===== src/rtl/health_bar_ctrl_pkg.sv =====
// Shared types and default constants for the per-player health bar controller.
package health_pkg;

  typedef enum logic [2:0] {
    IDLE,
    FILL,
    FIGHT,
    KO_DRAIN,
    LOSE
  } hb_state_t;

  localparam int WIDTH_W = 10;
  typedef logic [WIDTH_W-1:0] hb_width_t;

  localparam int MAX_W_DEF         = 100;
  localparam int FILL_STEP_DEF     = 2;
  localparam int DRAIN_STEP_DEF    = 1;
  localparam int TRAIL_DELAY_DEF   = 30;
  localparam int INVULN_FRAMES_DEF = 20;

endpackage


===== src/rtl/health_bar_ctrl_trail.sv =====
// Red damage trail: holds the trail delay counter and drains red toward green.
module hb_trail
  import health_pkg::*;
#(
  parameter int TRAIL_DELAY = TRAIL_DELAY_DEF,
  parameter int DRAIN_STEP  = DRAIN_STEP_DEF
) (
  input  logic       CLK,
  input  logic       Reset_n,
  input  logic       frame_tick,
  input  logic       clr,
  input  logic       load,
  input  logic       track,
  input  logic       run,
  input  logic [9:0] green_w,
  output logic [9:0] red_w
);

  localparam int TR_W = $clog2(TRAIL_DELAY + 1);
  localparam logic [TR_W-1:0] TR_LOAD = TR_W'(TRAIL_DELAY);
  localparam hb_width_t STEP = hb_width_t'(DRAIN_STEP);

  logic [TR_W-1:0] cnt_q;
  hb_width_t       red_q;

  // Pixels to remove this tick: never more than the gap down to green.
  function automatic hb_width_t drain_amt(hb_width_t red, hb_width_t green);
    hb_width_t gap;
    gap = (red > green) ? (red - green) : '0;
    return (gap > STEP) ? STEP : gap;
  endfunction

  always_ff @(posedge CLK or negedge Reset_n) begin
    if (!Reset_n) begin
      cnt_q <= '0;
      red_q <= '0;
    end else if (clr) begin
      cnt_q <= '0;
      red_q <= '0;
    end else if (track) begin
      cnt_q <= '0;
      red_q <= green_w;
    end else if (load) begin
      cnt_q <= TR_LOAD;
    end else if (run && frame_tick) begin
      if (cnt_q != '0) cnt_q <= cnt_q - 1'b1;
      else             red_q <= red_q - drain_amt(red_q, green_w);
    end
  end

  assign red_w = red_q;

endmodule


===== src/rtl/health_bar_ctrl.sv =====
// One fighter's health bar: FSM, health register, invulnerability window and registered outputs.
module health_bar_ctrl
  import health_pkg::*;
#(
  parameter int MAX_W         = MAX_W_DEF,
  parameter int FILL_STEP     = FILL_STEP_DEF,
  parameter int DRAIN_STEP    = DRAIN_STEP_DEF,
  parameter int TRAIL_DELAY   = TRAIL_DELAY_DEF,
  parameter int INVULN_FRAMES = INVULN_FRAMES_DEF
) (
  input  logic       CLK,
  input  logic       Reset_n,
  input  logic       frame_tick,
  input  logic       round_start,
  input  logic       hit_valid,
  input  logic [6:0] hit_dmg,
  output logic [9:0] greensizex,
  output logic [9:0] redsizex,
  output logic       fight_active,
  output logic       hit_ack,
  output logic       lose
);

  localparam int IV_W = $clog2(INVULN_FRAMES + 1);
  localparam logic [IV_W-1:0] IV_LOAD = IV_W'(INVULN_FRAMES);
  localparam hb_width_t MAX_V  = hb_width_t'(MAX_W);
  localparam hb_width_t FILL_V = hb_width_t'(FILL_STEP);

  hb_state_t       state_q, state_nxt;
  hb_width_t       green_q, green_nxt;
  logic [IV_W-1:0] inv_q, inv_nxt;
  logic            ack_q, fight_q, lose_q;
  logic            accept, clr, track, run;
  hb_width_t       red_w;

  function automatic hb_width_t sat_add(hb_width_t a, hb_width_t b);
    logic [WIDTH_W:0] s;
    s = {1'b0, a} + {1'b0, b};
    return (s > {1'b0, MAX_V}) ? MAX_V : s[WIDTH_W-1:0];
  endfunction

  function automatic hb_width_t sat_sub(hb_width_t a, hb_width_t b);
    logic [WIDTH_W:0] d;
    d = {1'b0, a} - {1'b0, b};
    return d[WIDTH_W] ? '0 : d[WIDTH_W-1:0];
  endfunction

  always_ff @(posedge CLK or negedge Reset_n) begin
    if (!Reset_n) begin
      state_q <= IDLE;
      green_q <= '0;
      inv_q   <= '0;
      ack_q   <= 1'b0;
      fight_q <= 1'b0;
      lose_q  <= 1'b0;
    end else begin
      state_q <= state_nxt;
      green_q <= green_nxt;
      inv_q   <= inv_nxt;
      ack_q   <= accept;
      fight_q <= (state_nxt == FIGHT);
      lose_q  <= (state_nxt == LOSE);
    end
  end

  always_comb begin
    state_nxt = state_q;
    green_nxt = green_q;
    inv_nxt   = inv_q;
    accept    = 1'b0;
    clr       = 1'b0;
    if (round_start) begin
      state_nxt = FILL;
      green_nxt = '0;
      inv_nxt   = '0;
      clr       = 1'b1;
    end else begin
      unique case (state_q)
        FILL: begin
          if (frame_tick) begin
            green_nxt = sat_add(green_q, FILL_V);
            if (green_nxt == MAX_V) state_nxt = FIGHT;
          end
        end
        FIGHT, KO_DRAIN: begin
          if (state_q == FIGHT && hit_valid && inv_q == '0) begin
            accept    = 1'b1;
            green_nxt = sat_sub(green_q, {3'b000, hit_dmg});
            inv_nxt   = IV_LOAD;
            if (green_nxt == '0) state_nxt = KO_DRAIN;
          end else begin
            if (frame_tick && inv_q != '0) inv_nxt = inv_q - 1'b1;
            // red_w == 0 is already registered, so LOSE lands one cycle later.
            if (state_q == KO_DRAIN && red_w == '0) state_nxt = LOSE;
          end
        end
        default: ;
      endcase
    end
  end

  // Red mirrors green outside the fight; trail timing runs only in FIGHT/KO_DRAIN.
  assign track = (state_q == IDLE) || (state_q == FILL) || (state_q == LOSE);
  assign run   = (state_q == FIGHT) || (state_q == KO_DRAIN);

  hb_trail #(
    .TRAIL_DELAY(TRAIL_DELAY),
    .DRAIN_STEP (DRAIN_STEP)
  ) u_trail (
    .CLK       (CLK),
    .Reset_n   (Reset_n),
    .frame_tick(frame_tick),
    .clr       (clr),
    .load      (accept),
    .track     (track),
    .run       (run),
    .green_w   (green_nxt),
    .red_w     (red_w)
  );

  assign greensizex   = green_q;
  assign redsizex     = red_w;
  assign fight_active = fight_q;
  assign hit_ack      = ack_q;
  assign lose         = lose_q;

endmodule


===== config.mk =====
export PLATFORM = sky130hd
export DESIGN_NAME = health_bar_ctrl
export DESIGN_NICKNAME = d
export VERILOG_FILES = /design/src/rtl/health_bar_ctrl_pkg.sv /design/src/rtl/health_bar_ctrl_trail.sv /design/src/rtl/health_bar_ctrl.sv
export SDC_FILE = /design/constraint.sdc
export NUM_CORES = 1
export LEC_CHECK = 0
export ABC_AREA = 1
export BUFFER_PORTS_ARGS = -buffer_cell sky130_fd_sc_hd__buf_2
export CAP_MARGIN = 10
export CORE_MARGIN = 10
export CORE_UTILIZATION = 60
export CTS_CLUSTER_SIZE = 16
export DETAILED_ROUTE_END_ITERATION = 10
export GPL_ROUTABILITY_DRIVEN = 0
export PLACE_DENSITY = 0.81
export SLEW_MARGIN = 20
export SYNTH_ARGS = -nofsm -noshare
export SYNTH_HDL_FRONTEND = slang
export SYNTH_SLANG_ARGS = --single-unit

===== constraint.sdc =====
create_clock -name CLK -period 6.46 [get_ports CLK]
set_input_delay 1.292 -clock CLK [delete_from_list [all_inputs] [get_ports CLK]]
set_output_delay 1.292 -clock CLK [all_outputs]
set_load 0.005 [all_outputs]

==> impl_metrics.prom, run 1 <==
# TYPE chip_impl_metric gauge
chip_impl_metric{name="numCtsBuffers",unit=""} 5
chip_impl_metric{name="route.detailed.wl_per_inst",unit="um"} 14.2
chip_impl_metric{name="multi_input_area",unit="mm2"} 0.00251
chip_impl_metric{name="cts.hold.buffers_added",unit=""} 0
chip_impl_metric{name="global_route_wire_length_before_repair",unit="um"} 16900
chip_impl_metric{name="slew_headroom",unit=""} 0.444
chip_impl_metric{name="setup_tns",unit="ns"} 0
chip_impl_metric{name="cap_violations",unit=""} 0
chip_impl_metric{name="grt_pass1_vias",unit=""} 3707
chip_impl_metric{name="ys_types",unit=""} 39
chip_impl_metric{name="postSynthRegisterBits",unit=""} 36
chip_impl_metric{name="drtIter0Drc",unit=""} 351
chip_impl_metric{name="crit_path_max_incr_delay",unit="ns"} 0.42
chip_impl_metric{name="core",unit="mm2"} 0.00606
chip_impl_info{name="start_kind",value="input pin"} 1
chip_impl_metric{name="avgViaCountPerCell",unit=""} 5.62
chip_impl_info{name="yosysTopAreaCell",value="sky130_fd_sc_hd__dfrtp_1"} 1
chip_impl_metric{name="clkTransAtPathRegs",unit="ns"} 0.07
chip_impl_metric{name="synthesis.area",unit="mm2"} 0.00381
chip_impl_metric{name="finalMaxSlewViolations",unit=""} 0
chip_impl_metric{name="finalClockSkew",unit="ns"} 0.00985
chip_impl_metric{name="finalCritPeriodShare",unit=""} 0.899
chip_impl_info{name="end_kind",value="flop"} 1
chip_impl_info{name="timing.critical_path.slowest_stage_cell",value="sky130_fd_sc_hd__fa_1"} 1
chip_impl_metric{name="synth_area_per_cell",unit="um2"} 6.21
chip_impl_metric{name="yosysSeqAreaShare",unit=""} 0.236
chip_impl_info{name="synthTopCellsByArea",value="sky130_fd_sc_hd__dfrtp_1, sky130_fd_sc_hd__nand2_1, sky130_fd_sc_hd__ha_1"} 1
chip_impl_metric{name="dp.final_hpwl",unit="um"} 8200
chip_impl_metric{name="synth.yosys.warnings",unit=""} 0
chip_impl_metric{name="postSynthCellCount",unit=""} 614
chip_impl_metric{name="layout.filler_cells",unit=""} 554
chip_impl_metric{name="peakVddDrop",unit="mV"} 0.531
chip_impl_metric{name="ant_nets",unit=""} 0
chip_impl_metric{name="num_antenna_cells",unit=""} 0
chip_impl_metric{name="max_slew.worst_pin.slew",unit="ns"} 0.834
chip_impl_metric{name="cts.repair.resized",unit=""} 0
chip_impl_metric{name="numPortBuffers",unit=""} 34
chip_impl_metric{name="detail_route.first_pass.iterations",unit=""} 5
chip_impl_metric{name="period_needed",unit="ns"} 5.81
chip_impl_metric{name="layout.area.seq",unit="um2"} 901
chip_impl_metric{name="global_route.usage.total",unit=""} 0.201
chip_impl_metric{name="clock.fmax",unit="MHz"} 172
chip_impl_metric{name="setup_violations",unit=""} 0
chip_impl_metric{name="initial_antenna_violation_count",unit=""} 0
chip_impl_metric{name="layout_nets",unit=""} 701
chip_impl_metric{name="area.growth.synth_to_final",unit="%"} 8.70
chip_impl_metric{name="clk_latency",unit="ns"} 0.29
chip_impl_info{name="rsz_0062_raised_after_global_routing",value="no"} 1
chip_impl_metric{name="grt-ovfl-total",unit=""} 0
chip_impl_metric{name="cp_data_required_time",unit="ns"} 6.69
chip_impl_metric{name="power.density",unit="mW/mm2"} 539
chip_impl_metric{name="start_util",unit=""} 0.629
chip_impl_metric{name="drcViolationCount",unit=""} 0
chip_impl_metric{name="total_number_of_clock_tree_sinks",unit=""} 36
chip_impl_metric{name="floorplan.die.width",unit="um"} 99.7
chip_impl_metric{name="io_pins",unit=""} 35
chip_impl_metric{name="cts-root-to-sink-buffers",unit=""} 2
chip_impl_metric{name="final_hold_viol_count",unit=""} 0
chip_impl_metric{name="static-leakage-power",unit="nW"} 2.47
chip_impl_metric{name="layout.cell_area.non_filler",unit="mm2"} 0.00414
chip_impl_info{name="cts_tree",value="done"} 1
chip_impl_metric{name="h_tree_levels",unit=""} 2
chip_impl_metric{name="grt_start_max_net_pins",unit=""} 37
chip_impl_metric{name="drive_gt1_frac",unit=""} 0.0840
chip_impl_info{name="crit_top_cell",value="sky130_fd_sc_hd__nand2_1"} 1
chip_impl_metric{name="routed-via-count",unit=""} 4102
chip_impl_info{name="critPathKind",value="in -> reg"} 1
chip_impl_info{name="clockRootBuffer",value="sky130_fd_sc_hd__clkbuf_8"} 1
chip_impl_info{name="outcome",value="complete, no violations"} 1
chip_impl_metric{name="path_max_fanout",unit=""} 13
chip_impl_metric{name="cts.repair_timing.setup_buffer_count",unit=""} 0
chip_impl_metric{name="num_rows",unit=""} 28
chip_impl_metric{name="arrival",unit="ns"} 6.04
chip_impl_metric{name="die_area",unit="mm2"} 0.00994
chip_impl_metric{name="die_h",unit="um"} 99.7
chip_impl_metric{name="drt_wl_total",unit="um"} 10400
chip_impl_info{name="hold_path.class",value="reg -> reg"} 1
chip_impl_metric{name="placed_cell_area",unit="mm2"} 0.00407
chip_impl_metric{name="synth_top_cell_area_share",unit=""} 0.236
[cell type report]
type,instances,area share
Clock buffer,6,0.0175
Clock inverter,1,0.00121
Inverter,103,0.0933
Multi-Input combinational cell,475,0.607
Sequential cell,36,0.217
Tap cell,75,0.0226
Timing Repair Buffer,34,0.0411
[logic make-up after synthesis]
kind of cell,synth area share
xor gates and xnor gates,0.0436
DFF,0.236
adders and majority gates,0.117
and+or+nand+nor,0.365
other,0.000984
buffers and inverters,0.112
AOI/OAI and AO/OA,0.125
[routing by layer]
metal | up-vias | part of all wire | track usage
li1 | 2039 | - | -
met1 | 1871 | 0.42 | 0.244
met2 | 174 | 0.48 | 0.346
met3 | 18 | 0.079 | 0.0429
met4 | 0 | 0.015 | 0.0551
met5 | - | 0 | 0
[where the power goes]
part	switching (mW)	internal, mW
clock network	0.0820	0.0734
logic	1.08	0.599
registers	0.115	0.289
[layout by cell type, fill, tap and decap left out, types with 13 or more instances in the layout]
| master | synthesis | layout |
|---|---|---|
| sky130_fd_sc_hd__nand4_1 | 15 | 15 |
| sky130_fd_sc_hd__buf_2 | 2 | 34 |
| sky130_fd_sc_hd__a21oi_1 | 46 | 46 |
| sky130_fd_sc_hd__o21ai_0 | 30 | 30 |
| sky130_fd_sc_hd__nand2_1 | 185 | 185 |
| sky130_fd_sc_hd__nand3_1 | 53 | 53 |
| sky130_fd_sc_hd__nor2_1 | 47 | 47 |
| sky130_fd_sc_hd__inv_1 | 98 | 98 |
| sky130_fd_sc_hd__xor2_1 | 13 | 13 |
| sky130_fd_sc_hd__dfrtp_1 | 36 | 36 |
| sky130_fd_sc_hd__ha_1 | 31 | 31 |
[sequential cells by signal (all words and copies together) (netlist names)]
| name | cells |
|---|---|
| inv_q | 5 |
| hit_ack | 1 |
| u_trail.red_w | 10 |
| u_trail.cnt_q | 5 |
| greensizex | 10 |
| lose | 1 |
| fight_active | 1 |
| state_q | 3 |
[worst max-delay path, delay by kind of cell]
kind | cells | cell delay (ns)
buffers and inverters | 7 | 0.55
adder cells (fa/ha/maj) | 6 | 1.38
AO/OA/AOI/OAI | 3 | 0.34
XOR/XNOR | 1 | 0.18
AND/OR/NAND/NOR | 23 | 2.27
[path summary, 6_finish.rpt]
kind | from | end | slack, ns | cells after the start
max | hit_dmg[0] | u_trail.red_w[6] | 0.65 | 40
min | inv_q[1] | inv_q[1] | 0.49 | 2
max reg2reg | greensizex[0] | u_trail.red_w[6] | 1.18 | 38
min reg2reg | inv_q[1] | inv_q[1] | 0.49 | 2
max in group asynchronous | Reset_n | greensizex[5] | 4.83 | 1
min in group asynchronous | Reset_n | u_trail.red_w[3] | 1.09 | 1
[cells in the mapped netlist]
| library cell | n |
|---|---|
| sky130_fd_sc_hd__a21boi_1 | 1 |
| sky130_fd_sc_hd__a21o_1 | 2 |
| sky130_fd_sc_hd__a21oi_1 | 46 |
| sky130_fd_sc_hd__a21oi_2 | 1 |
| sky130_fd_sc_hd__a31oi_1 | 3 |
| sky130_fd_sc_hd__and2_1 | 1 |
| sky130_fd_sc_hd__and3_1 | 1 |
| sky130_fd_sc_hd__buf_2 | 2 |
| sky130_fd_sc_hd__buf_4 | 2 |
| sky130_fd_sc_hd__clkbuf_1 | 4 |
| sky130_fd_sc_hd__clkinv_1 | 1 |
| sky130_fd_sc_hd__conb_1 | 1 |
| sky130_fd_sc_hd__dfrtp_1 | 36 |
| sky130_fd_sc_hd__fa_1 | 3 |
| sky130_fd_sc_hd__ha_1 | 31 |
| sky130_fd_sc_hd__inv_1 | 98 |
| sky130_fd_sc_hd__inv_2 | 4 |
| sky130_fd_sc_hd__nand2_1 | 185 |
| sky130_fd_sc_hd__nand2_2 | 1 |
| sky130_fd_sc_hd__nand2_4 | 1 |
| sky130_fd_sc_hd__nand3_1 | 53 |
| sky130_fd_sc_hd__nand3_2 | 1 |
| sky130_fd_sc_hd__nand3b_1 | 3 |
| sky130_fd_sc_hd__nand4_1 | 15 |
| sky130_fd_sc_hd__nor2_1 | 47 |
| sky130_fd_sc_hd__nor2_2 | 3 |
| sky130_fd_sc_hd__nor2_4 | 2 |
| sky130_fd_sc_hd__nor3_1 | 6 |
| sky130_fd_sc_hd__nor3b_1 | 1 |
| sky130_fd_sc_hd__nor4_1 | 1 |
| sky130_fd_sc_hd__o2111ai_1 | 1 |
| sky130_fd_sc_hd__o211ai_1 | 1 |
| sky130_fd_sc_hd__o21a_1 | 1 |
| sky130_fd_sc_hd__o21ai_0 | 30 |
| sky130_fd_sc_hd__o21ai_1 | 3 |
| sky130_fd_sc_hd__o31ai_1 | 1 |
| sky130_fd_sc_hd__or2_2 | 2 |
| sky130_fd_sc_hd__xnor2_1 | 6 |
| sky130_fd_sc_hd__xor2_1 | 13 |
[stage by stage]
| step | util | hold slack [ns] | total power [mW] | setup slack [ns] | cells |
|---|---|---|---|---|---|
| final | 0.684 | 0.486 | 2.23 | 0.652 | 730 |
| after global placement | 0.671 | 0.474 | 1.99 | 0.604 | 723 |
| after detailed placement | 0.671 | 0.475 | 2.04 | 0.378 | 723 |
| after floorplan | - | 0.453 | 1.65 | 1.03 | 622 |
| after global routing | 0.684 | 0.522 | 2.46 | 0.165 | 730 |
| after CTS | 0.684 | 0.491 | 2.20 | 0.679 | 730 |
No activity file was read; power rests on OpenSTA's default activity.
==> run 2: changes to the inputs <==
BUFFER_PORTS_ARGS = -buffer_cell sky130_fd_sc_hd__clkbuf_2   (was -buffer_cell sky130_fd_sc_hd__buf_2)
==> impl_metrics.prom, run 2 (synthesis results as in run 1) <==
# TYPE chip_impl_metric gauge
chip_impl_info{name="clockRootBuffer",value="sky130_fd_sc_hd__clkbuf_8"} 1
chip_impl_metric{name="start_util",unit=""} 0.629
chip_impl_metric{name="die_area",unit="mm2"} 0.00994
chip_impl_metric{name="path_max_fanout",unit=""} 13
chip_impl_metric{name="cp_data_required_time",unit="ns"} 6.70
chip_impl_info{name="crit_top_cell",value="sky130_fd_sc_hd__nand2_1"} 1
chip_impl_metric{name="cts.repair.resized",unit=""} 0
chip_impl_metric{name="static-leakage-power",unit="nW"} 2.46
chip_impl_info{name="rsz_0062_raised_after_global_routing",value="no"} 1
chip_impl_metric{name="grt_start_max_net_pins",unit=""} 37
chip_impl_metric{name="drcViolationCount",unit=""} 0
chip_impl_metric{name="cts.hold.buffers_added",unit=""} 0
chip_impl_metric{name="detail_route.first_pass.iterations",unit=""} 5
chip_impl_metric{name="peakVddDrop",unit="mV"} 0.437
chip_impl_metric{name="grt_pass1_vias",unit=""} 3679
chip_impl_metric{name="routed-via-count",unit=""} 4068
chip_impl_info{name="dr.max_layer_used",value="met4"} 1
chip_impl_metric{name="layout.area.seq",unit="um2"} 901
chip_impl_metric{name="power.density",unit="mW/mm2"} 533
chip_impl_metric{name="clkTransAtPathRegs",unit="ns"} 0.08
chip_impl_metric{name="global_route_wire_length_before_repair",unit="um"} 17100
chip_impl_info{name="timing.critical_path.slowest_stage_cell",value="sky130_fd_sc_hd__fa_1"} 1
chip_impl_metric{name="total_number_of_clock_tree_sinks",unit=""} 36
chip_impl_metric{name="crit_path_max_incr_delay",unit="ns"} 0.43
chip_impl_metric{name="finalMaxSlewViolations",unit=""} 0
chip_impl_metric{name="finalClockSkew",unit="ns"} 0.0127
chip_impl_metric{name="floorplan.die.width",unit="um"} 99.7
chip_impl_metric{name="met1Wirelength",unit="um"} 4400
chip_impl_info{name="critPathKind",value="in -> reg"} 1
chip_impl_metric{name="initial_antenna_violation_count",unit=""} 0
chip_impl_metric{name="io_pins",unit=""} 35
chip_impl_metric{name="met3WireLength",unit="um"} 681
chip_impl_metric{name="sw_frac_of_total",unit=""} 0.566
chip_impl_metric{name="avgViaCountPerCell",unit=""} 5.56
chip_impl_metric{name="cap_violations",unit=""} 0
chip_impl_metric{name="final_hold_viol_count",unit=""} 0
chip_impl_metric{name="period_needed",unit="ns"} 5.69
chip_impl_metric{name="setup_violations",unit=""} 0
chip_impl_metric{name="clk_latency",unit="ns"} 0.30
chip_impl_metric{name="setup_tns",unit="ns"} 0
chip_impl_metric{name="h_tree_levels",unit=""} 2
chip_impl_metric{name="drtIter0Drc",unit=""} 297
chip_impl_metric{name="arrival",unit="ns"} 5.93
chip_impl_metric{name="num_rows",unit=""} 28
chip_impl_metric{name="drive_gt1_frac",unit=""} 0.0884
chip_impl_metric{name="drt_wl_total",unit="um"} 10200
chip_impl_info{name="outcome",value="complete, no violations"} 1
chip_impl_info{name="hold_path.class",value="reg -> reg"} 1
chip_impl_metric{name="max_slew.worst_pin.slew",unit="ns"} 0.908
chip_impl_metric{name="seq_power_share",unit=""} 0.184
chip_impl_metric{name="whs",unit="ns"} 0.526
chip_impl_metric{name="clock.fmax",unit="MHz"} 176
chip_impl_metric{name="num_antenna_cells",unit=""} 0
chip_impl_metric{name="area.growth.synth_to_final",unit="%"} 9.03
chip_impl_metric{name="pwr-share-clk",unit=""} 0.072
chip_impl_metric{name="layout_nets",unit=""} 701
chip_impl_metric{name="met2_length",unit="um"} 4850
chip_impl_info{name="mostFrequentLayoutCell",value="sky130_fd_sc_hd__nand2_1"} 1
chip_impl_metric{name="global_route.usage.total",unit=""} 0.202
chip_impl_metric{name="dp.final_hpwl",unit="um"} 8270
chip_impl_info{name="start_kind",value="input pin"} 1
chip_impl_metric{name="ant_nets",unit=""} 0
chip_impl_metric{name="power.internal",unit="uW"} 963
chip_impl_metric{name="cts-root-to-sink-buffers",unit=""} 2
chip_impl_metric{name="numCtsBuffers",unit=""} 5
chip_impl_metric{name="p_sw",unit="mW"} 1.25
chip_impl_metric{name="numPortBuffers",unit=""} 34
chip_impl_metric{name="finalCritPeriodShare",unit=""} 0.881
chip_impl_metric{name="multi_input_area",unit="mm2"} 0.00252
chip_impl_info{name="end_kind",value="flop"} 1
chip_impl_metric{name="die_h",unit="um"} 99.7
chip_impl_info{name="cts_tree",value="done"} 1
chip_impl_metric{name="cts.repair_timing.setup_buffer_count",unit=""} 0
chip_impl_metric{name="core",unit="mm2"} 0.00606
chip_impl_metric{name="layout.filler_cells",unit=""} 551
chip_impl_metric{name="grt-ovfl-total",unit=""} 0
chip_impl_metric{name="route.detailed.wl_per_inst",unit="um"} 13.9
chip_impl_metric{name="finalPower",unit="mW"} 2.22
chip_impl_metric{name="combPwrFrac",unit=""} 0.745
chip_impl_metric{name="slew_headroom",unit=""} 0.395
chip_impl_info{name="commonest_non_fill_non_tap_cells_in_the_layout",value="sky130_fd_sc_hd__nand2_1, sky130_fd_sc_hd__inv_1, sky130_fd_sc_hd__nand3_1, sky130_fd_sc_hd__nor2_1, sky130_fd_sc_hd__a21oi_1"} 1
==> run 2: worst max-delay path, delay by kind of cell <==
family	cells	cell delay, ns
adders and majority gates	6	1.41
buffers and inverters	7	0.55
and+or+nand+nor	23	2.14
AOI/OAI and AO/OA	3	0.34
xor gates and xnor gates	1	0.17
==> run 2: layer usage <==
metal | vias to the layer above | track usage
li1 | 2048 | -
met2 | 145 | 0.338
met4 | 0 | 0.0584
met5 | - | 0
met1 | 1856 | 0.257
met3 | 19 | 0.0401
==> run 2: power groups by stage <==
stage / sequential, mW / combinational, mW / clock (mW)
after floorplan: 0.372 / 1.27 / 0
after global placement: 0.406 / 1.59 / 0
after detailed placement: 0.408 / 1.62 / 0
after CTS: 0.405 / 1.63 / 0.162
after global routing: 0.417 / 1.88 / 0.174
final: 0.407 / 1.65 / 0.159
==> run 2: final timing paths <==
check                                   start          endpoint  slack (ns)  cells after the start
worst max-delay path               hit_dmg[0]  u_trail.red_w[6]        0.77                     40
worst max register to register  greensizex[1]  u_trail.red_w[6]        1.29                     35
max in group asynchronous             Reset_n          inv_q[2]        4.78                      1
min in group asynchronous             Reset_n  u_trail.red_w[3]        1.12                      1
worst min register to register       inv_q[0]          inv_q[0]        0.53                      1
worst min-delay path                 inv_q[0]          inv_q[0]        0.53                      1
==> run 2: cell type report <==
class / instances / share of cell area
multi-input combinational: 475 / 0.606
sequential: 36 / 0.217
inverter: 103 / 0.0930
timing repair buffer: 34 / 0.0409
tap: 75 / 0.0226
clock buffer: 5 / 0.0166
clock inverter: 3 / 0.00452
==> run 2: per-stage QoR <==
step                      utilization  setup WS [ns]  cells  area [um2]
after global routing            0.686         0.0514    731        4160
after global placement          0.671          0.567    723        4070
after detailed placement        0.671          0.348    723        4070
after floorplan                     -           1.03    622        3840
after CTS                       0.685          0.668    731        4150
final                           0.686          0.770    731        4160
==> run 3: changes to the inputs <==
SYNTH_HIERARCHICAL = 1   (was not set)
==> impl_metrics.prom, run 3 <==
# TYPE chip_impl_metric gauge
chip_impl_metric{name="clk_latency",unit="ns"} 0.30
chip_impl_metric{name="clkTransAtPathRegs",unit="ns"} 0.09
chip_impl_metric{name="met2_length",unit="um"} 4810
chip_impl_metric{name="detail_route.first_pass.iterations",unit=""} 5
chip_impl_metric{name="synth_enable_flop_cells",unit=""} 0
chip_impl_metric{name="final_hold_viol_count",unit=""} 0
chip_impl_info{name="yosysTopAreaCell",value="sky130_fd_sc_hd__dfrtp_1"} 1
chip_impl_metric{name="worst_r2r_path_depth",unit=""} 31
chip_impl_metric{name="cts-root-to-sink-buffers",unit=""} 2
chip_impl_metric{name="h_tree_levels",unit=""} 2
chip_impl_metric{name="global_route_wire_length_before_repair",unit="um"} 17600
chip_impl_info{name="synthTopCellsByArea",value="sky130_fd_sc_hd__dfrtp_1, sky130_fd_sc_hd__nand2_1, sky130_fd_sc_hd__inv_1"} 1
chip_impl_info{name="crit_top_cell",value="sky130_fd_sc_hd__nand2_1"} 1
chip_impl_metric{name="placed_cell_area",unit="mm2"} 0.00416
chip_impl_metric{name="finalMaxSlewViolations",unit=""} 0
chip_impl_metric{name="pwr-share-clk",unit=""} 0.072
chip_impl_metric{name="yosysSeqAreaShare",unit=""} 0.230
chip_impl_metric{name="route.detailed.wl_per_inst",unit="um"} 14.1
chip_impl_metric{name="io_pins",unit=""} 35
chip_impl_metric{name="met3WireLength",unit="um"} 785
chip_impl_metric{name="num_antenna_cells",unit=""} 0
chip_impl_metric{name="routed-via-count",unit=""} 4173
chip_impl_info{name="startpoint",value="hit_dmg[0]"} 1
chip_impl_metric{name="seq_power_share",unit=""} 0.171
chip_impl_metric{name="static-leakage-power",unit="nW"} 2.33
chip_impl_info{name="dr.max_layer_used",value="met4"} 1
chip_impl_metric{name="setup_tns",unit="ns"} 0
chip_impl_info{name="rsz_0062_raised_after_global_routing",value="no"} 1
chip_impl_info{name="r2r-end",value="u_trail/red_w[6]"} 1
chip_impl_metric{name="finalCritPeriodShare",unit=""} 0.861
chip_impl_metric{name="async_flop_share",unit=""} 1.00
chip_impl_metric{name="cap_violations",unit=""} 0
chip_impl_metric{name="start_util",unit=""} 0.616
chip_impl_metric{name="cts.hold.buffers_added",unit=""} 0
chip_impl_metric{name="path_max_fanout",unit=""} 11
chip_impl_info{name="outcome",value="complete, no violations"} 1
chip_impl_info{name="launch_point_of_the_worst_hold_path",value="inv_q[4]"} 1
chip_impl_info{name="hold_crit_endpoint",value="inv_q[4]"} 1
chip_impl_metric{name="cts.repair_timing.setup_buffer_count",unit=""} 0
chip_impl_metric{name="drcViolationCount",unit=""} 0
chip_impl_metric{name="synthesis.area",unit="mm2"} 0.00391
chip_impl_info{name="ys_dominant_reg_cell",value="sky130_fd_sc_hd__dfrtp_1"} 1
chip_impl_metric{name="core",unit="mm2"} 0.00635
chip_impl_metric{name="die_h",unit="um"} 101
chip_impl_metric{name="synth_top_cell_area_share",unit=""} 0.230
chip_impl_metric{name="layout_nets",unit=""} 707
chip_impl_metric{name="clock.fmax",unit="MHz"} 180
chip_impl_metric{name="synth.yosys.warnings",unit=""} 6
chip_impl_metric{name="cp_data_required_time",unit="ns"} 6.66
chip_impl_info{name="mostFrequentLayoutCell",value="sky130_fd_sc_hd__nand2_1"} 1
chip_impl_metric{name="drive_gt1_frac",unit=""} 0.116
chip_impl_metric{name="grt_start_max_net_pins",unit=""} 37
chip_impl_info{name="end_kind",value="flop"} 1
chip_impl_metric{name="numPortBuffers",unit=""} 34
chip_impl_metric{name="postSynthCellCount",unit=""} 622
chip_impl_metric{name="layout.cell_area.non_filler",unit="mm2"} 0.00425
chip_impl_metric{name="floorplan.die.width",unit="um"} 101
chip_impl_info{name="start_kind",value="input pin"} 1
chip_impl_metric{name="synth_area_per_cell",unit="um2"} 6.28
chip_impl_metric{name="grt-ovfl-total",unit=""} 0
chip_impl_metric{name="ant_nets",unit=""} 0
chip_impl_info{name="synthTopCellsByCount",value="sky130_fd_sc_hd__nand2_1, sky130_fd_sc_hd__inv_1, sky130_fd_sc_hd__nor2_1, sky130_fd_sc_hd__a21oi_1, sky130_fd_sc_hd__nand3_1"} 1
chip_impl_metric{name="period_needed",unit="ns"} 5.56
chip_impl_metric{name="combPwrFrac",unit=""} 0.757
chip_impl_info{name="cts_tree",value="done"} 1
chip_impl_info{name="commonest_non_fill_non_tap_cells_in_the_layout",value="sky130_fd_sc_hd__nand2_1, sky130_fd_sc_hd__inv_1, sky130_fd_sc_hd__nor2_1, sky130_fd_sc_hd__a21oi_1, sky130_fd_sc_hd__nand3_1"} 1
chip_impl_metric{name="dp.final_hpwl",unit="um"} 8180
chip_impl_metric{name="drt_wl_total",unit="um"} 10400
chip_impl_metric{name="initial_antenna_violation_count",unit=""} 0
chip_impl_metric{name="worst-r2r-setup-slack",unit="ns"} 1.28
chip_impl_info{name="clockRootBuffer",value="sky130_fd_sc_hd__clkbuf_8"} 1
chip_impl_metric{name="avgViaCountPerCell",unit=""} 5.64
chip_impl_info{name="hold_path.class",value="reg -> reg"} 1
chip_impl_metric{name="drtIter0Drc",unit=""} 276
chip_impl_metric{name="pre_cts_setup_slack",unit="ns"} 0.646
chip_impl_metric{name="setup_ws",unit="ns"} 0.898
chip_impl_info{name="critical_register_to_register_path_startpoint",value="state_q[2]"} 1
chip_impl_metric{name="crit_path_max_incr_delay",unit="ns"} 0.42
chip_impl_metric{name="global_route.usage.total",unit=""} 0.208
chip_impl_info{name="post-synth-top-count-cell",value="sky130_fd_sc_hd__nand2_1"} 1
chip_impl_metric{name="setup_violations",unit=""} 0
chip_impl_metric{name="slew_headroom",unit=""} 0.378
chip_impl_metric{name="arrival",unit="ns"} 5.76
chip_impl_metric{name="ys_types",unit=""} 43
chip_impl_metric{name="sw_frac_of_total",unit=""} 0.576
chip_impl_metric{name="max_slew.worst_pin.slew",unit="ns"} 0.934
chip_impl_metric{name="grt_pass1_vias",unit=""} 3800
chip_impl_metric{name="power.internal",unit="mW"} 1.06
chip_impl_metric{name="numCtsBuffers",unit=""} 5
chip_impl_metric{name="power.density",unit="mW/mm2"} 586
chip_impl_metric{name="whs",unit="ns"} 0.558
chip_impl_metric{name="finalClockSkew",unit="ns"} 0.0175
chip_impl_metric{name="postSynthRegisterBits",unit=""} 36
chip_impl_metric{name="met1Wirelength",unit="um"} 4650
chip_impl_metric{name="total_number_of_clock_tree_sinks",unit=""} 36
chip_impl_metric{name="num_rows",unit=""} 29
chip_impl_info{name="timing.critical_path.slowest_stage_cell",value="sky130_fd_sc_hd__fa_1"} 1
chip_impl_metric{name="area.growth.synth_to_final",unit="%"} 8.80
chip_impl_metric{name="die_area",unit="mm2"} 0.0101
chip_impl_metric{name="p_sw",unit="mW"} 1.43
chip_impl_metric{name="postLayoutCoreUtil",unit=""} 0.670
chip_impl_info{name="critPathKind",value="in -> reg"} 1
chip_impl_metric{name="peakVddDrop",unit="mV"} 0.338
chip_impl_metric{name="cts.repair.resized",unit=""} 0
chip_impl_metric{name="whs_path_depth",unit=""} 2
-- run 3: cell types whose count changed after synthesis, moves of 3 or more --
cell and change:
sky130_fd_sc_hd__nand2_1 -20, sky130_fd_sc_hd__o22ai_1 +6, sky130_fd_sc_hd__a31oi_1 +3, sky130_fd_sc_hd__a21oi_1 -3, sky130_fd_sc_hd__nand4_1 -4, sky130_fd_sc_hd__xor2_1 -6
sky130_fd_sc_hd__xnor2_1 -6, sky130_fd_sc_hd__o21ai_1 +11, sky130_fd_sc_hd__inv_1 +10, sky130_fd_sc_hd__nand3_1 -15, sky130_fd_sc_hd__nor2_1 -3, sky130_fd_sc_hd__o21ai_0 +6
sky130_fd_sc_hd__nand2_2 +10, sky130_fd_sc_hd__o211ai_1 +3
-- run 3: logic make-up after synthesis --
family	share of synthesized area
buffers and inverters	0.124
AO/OA/AOI/OAI	0.168
other	0.000959
adder cells (fa/ha/maj)	0.111
AND/OR/NAND/NOR	0.349
XOR/XNOR	0.0157
flip-flops	0.230
-- run 3: worst max-delay path by stage --
stage	cells after the start	endpoint	slack [ns]
finish	36	u_trail/red_w[6]	0.90
detailed placement	36	u_trail/red_w[6]	0.65
CTS	36	u_trail/red_w[6]	0.95
global route	35	u_trail/red_w[8]	0.45
floorplan	38	u_trail/red_w[8]	1.20
global placement	38	u_trail/red_w[8]	0.74
-- run 3: metal layers --
metal,up-vias,global-route usage
li1,2084,-
met1,1915,0.276
met2,152,0.332
met3,22,0.0364
met4,0,0.0728
met5,-,0
-- run 3: critical path: cells and delay by family --
kind / cells / cell delay (ns)
simple gates: 17 / 1.42
compound gates: 6 / 0.80
fa+ha+maj: 6 / 1.75
buf+inv: 7 / 0.47
-- run 3: metrics by stage --
step | total power, mW | cells
after detailed placement | 2.27 | 732
after CTS | 2.46 | 740
final | 2.49 | 740
after floorplan | 1.85 | 630
after global routing | 2.79 | 740
after global placement | 2.22 | 732
-- run 3: cell type report --
cell class / count / area [um2]
Clock buffer: 6 / 82.6
Clock inverter: 2 / 13.8
Fill cell: 606 / 2100
Inverter: 114 / 429
Multi-Input combinational cell: 470 / 2550
Sequential cell: 36 / 901
Tap cell: 77 / 96.3
Timing Repair Buffer: 35 / 178
-- run 3: power by group through the flow --
stage,Combinational (mW),Clock (mW),Sequential (mW)
finish,1.89,0.179,0.427
global route,2.16,0.192,0.439
CTS,1.85,0.183,0.423
detailed placement,1.84,0,0.428
global placement,1.80,0,0.423
floorplan,1.47,0,0.380
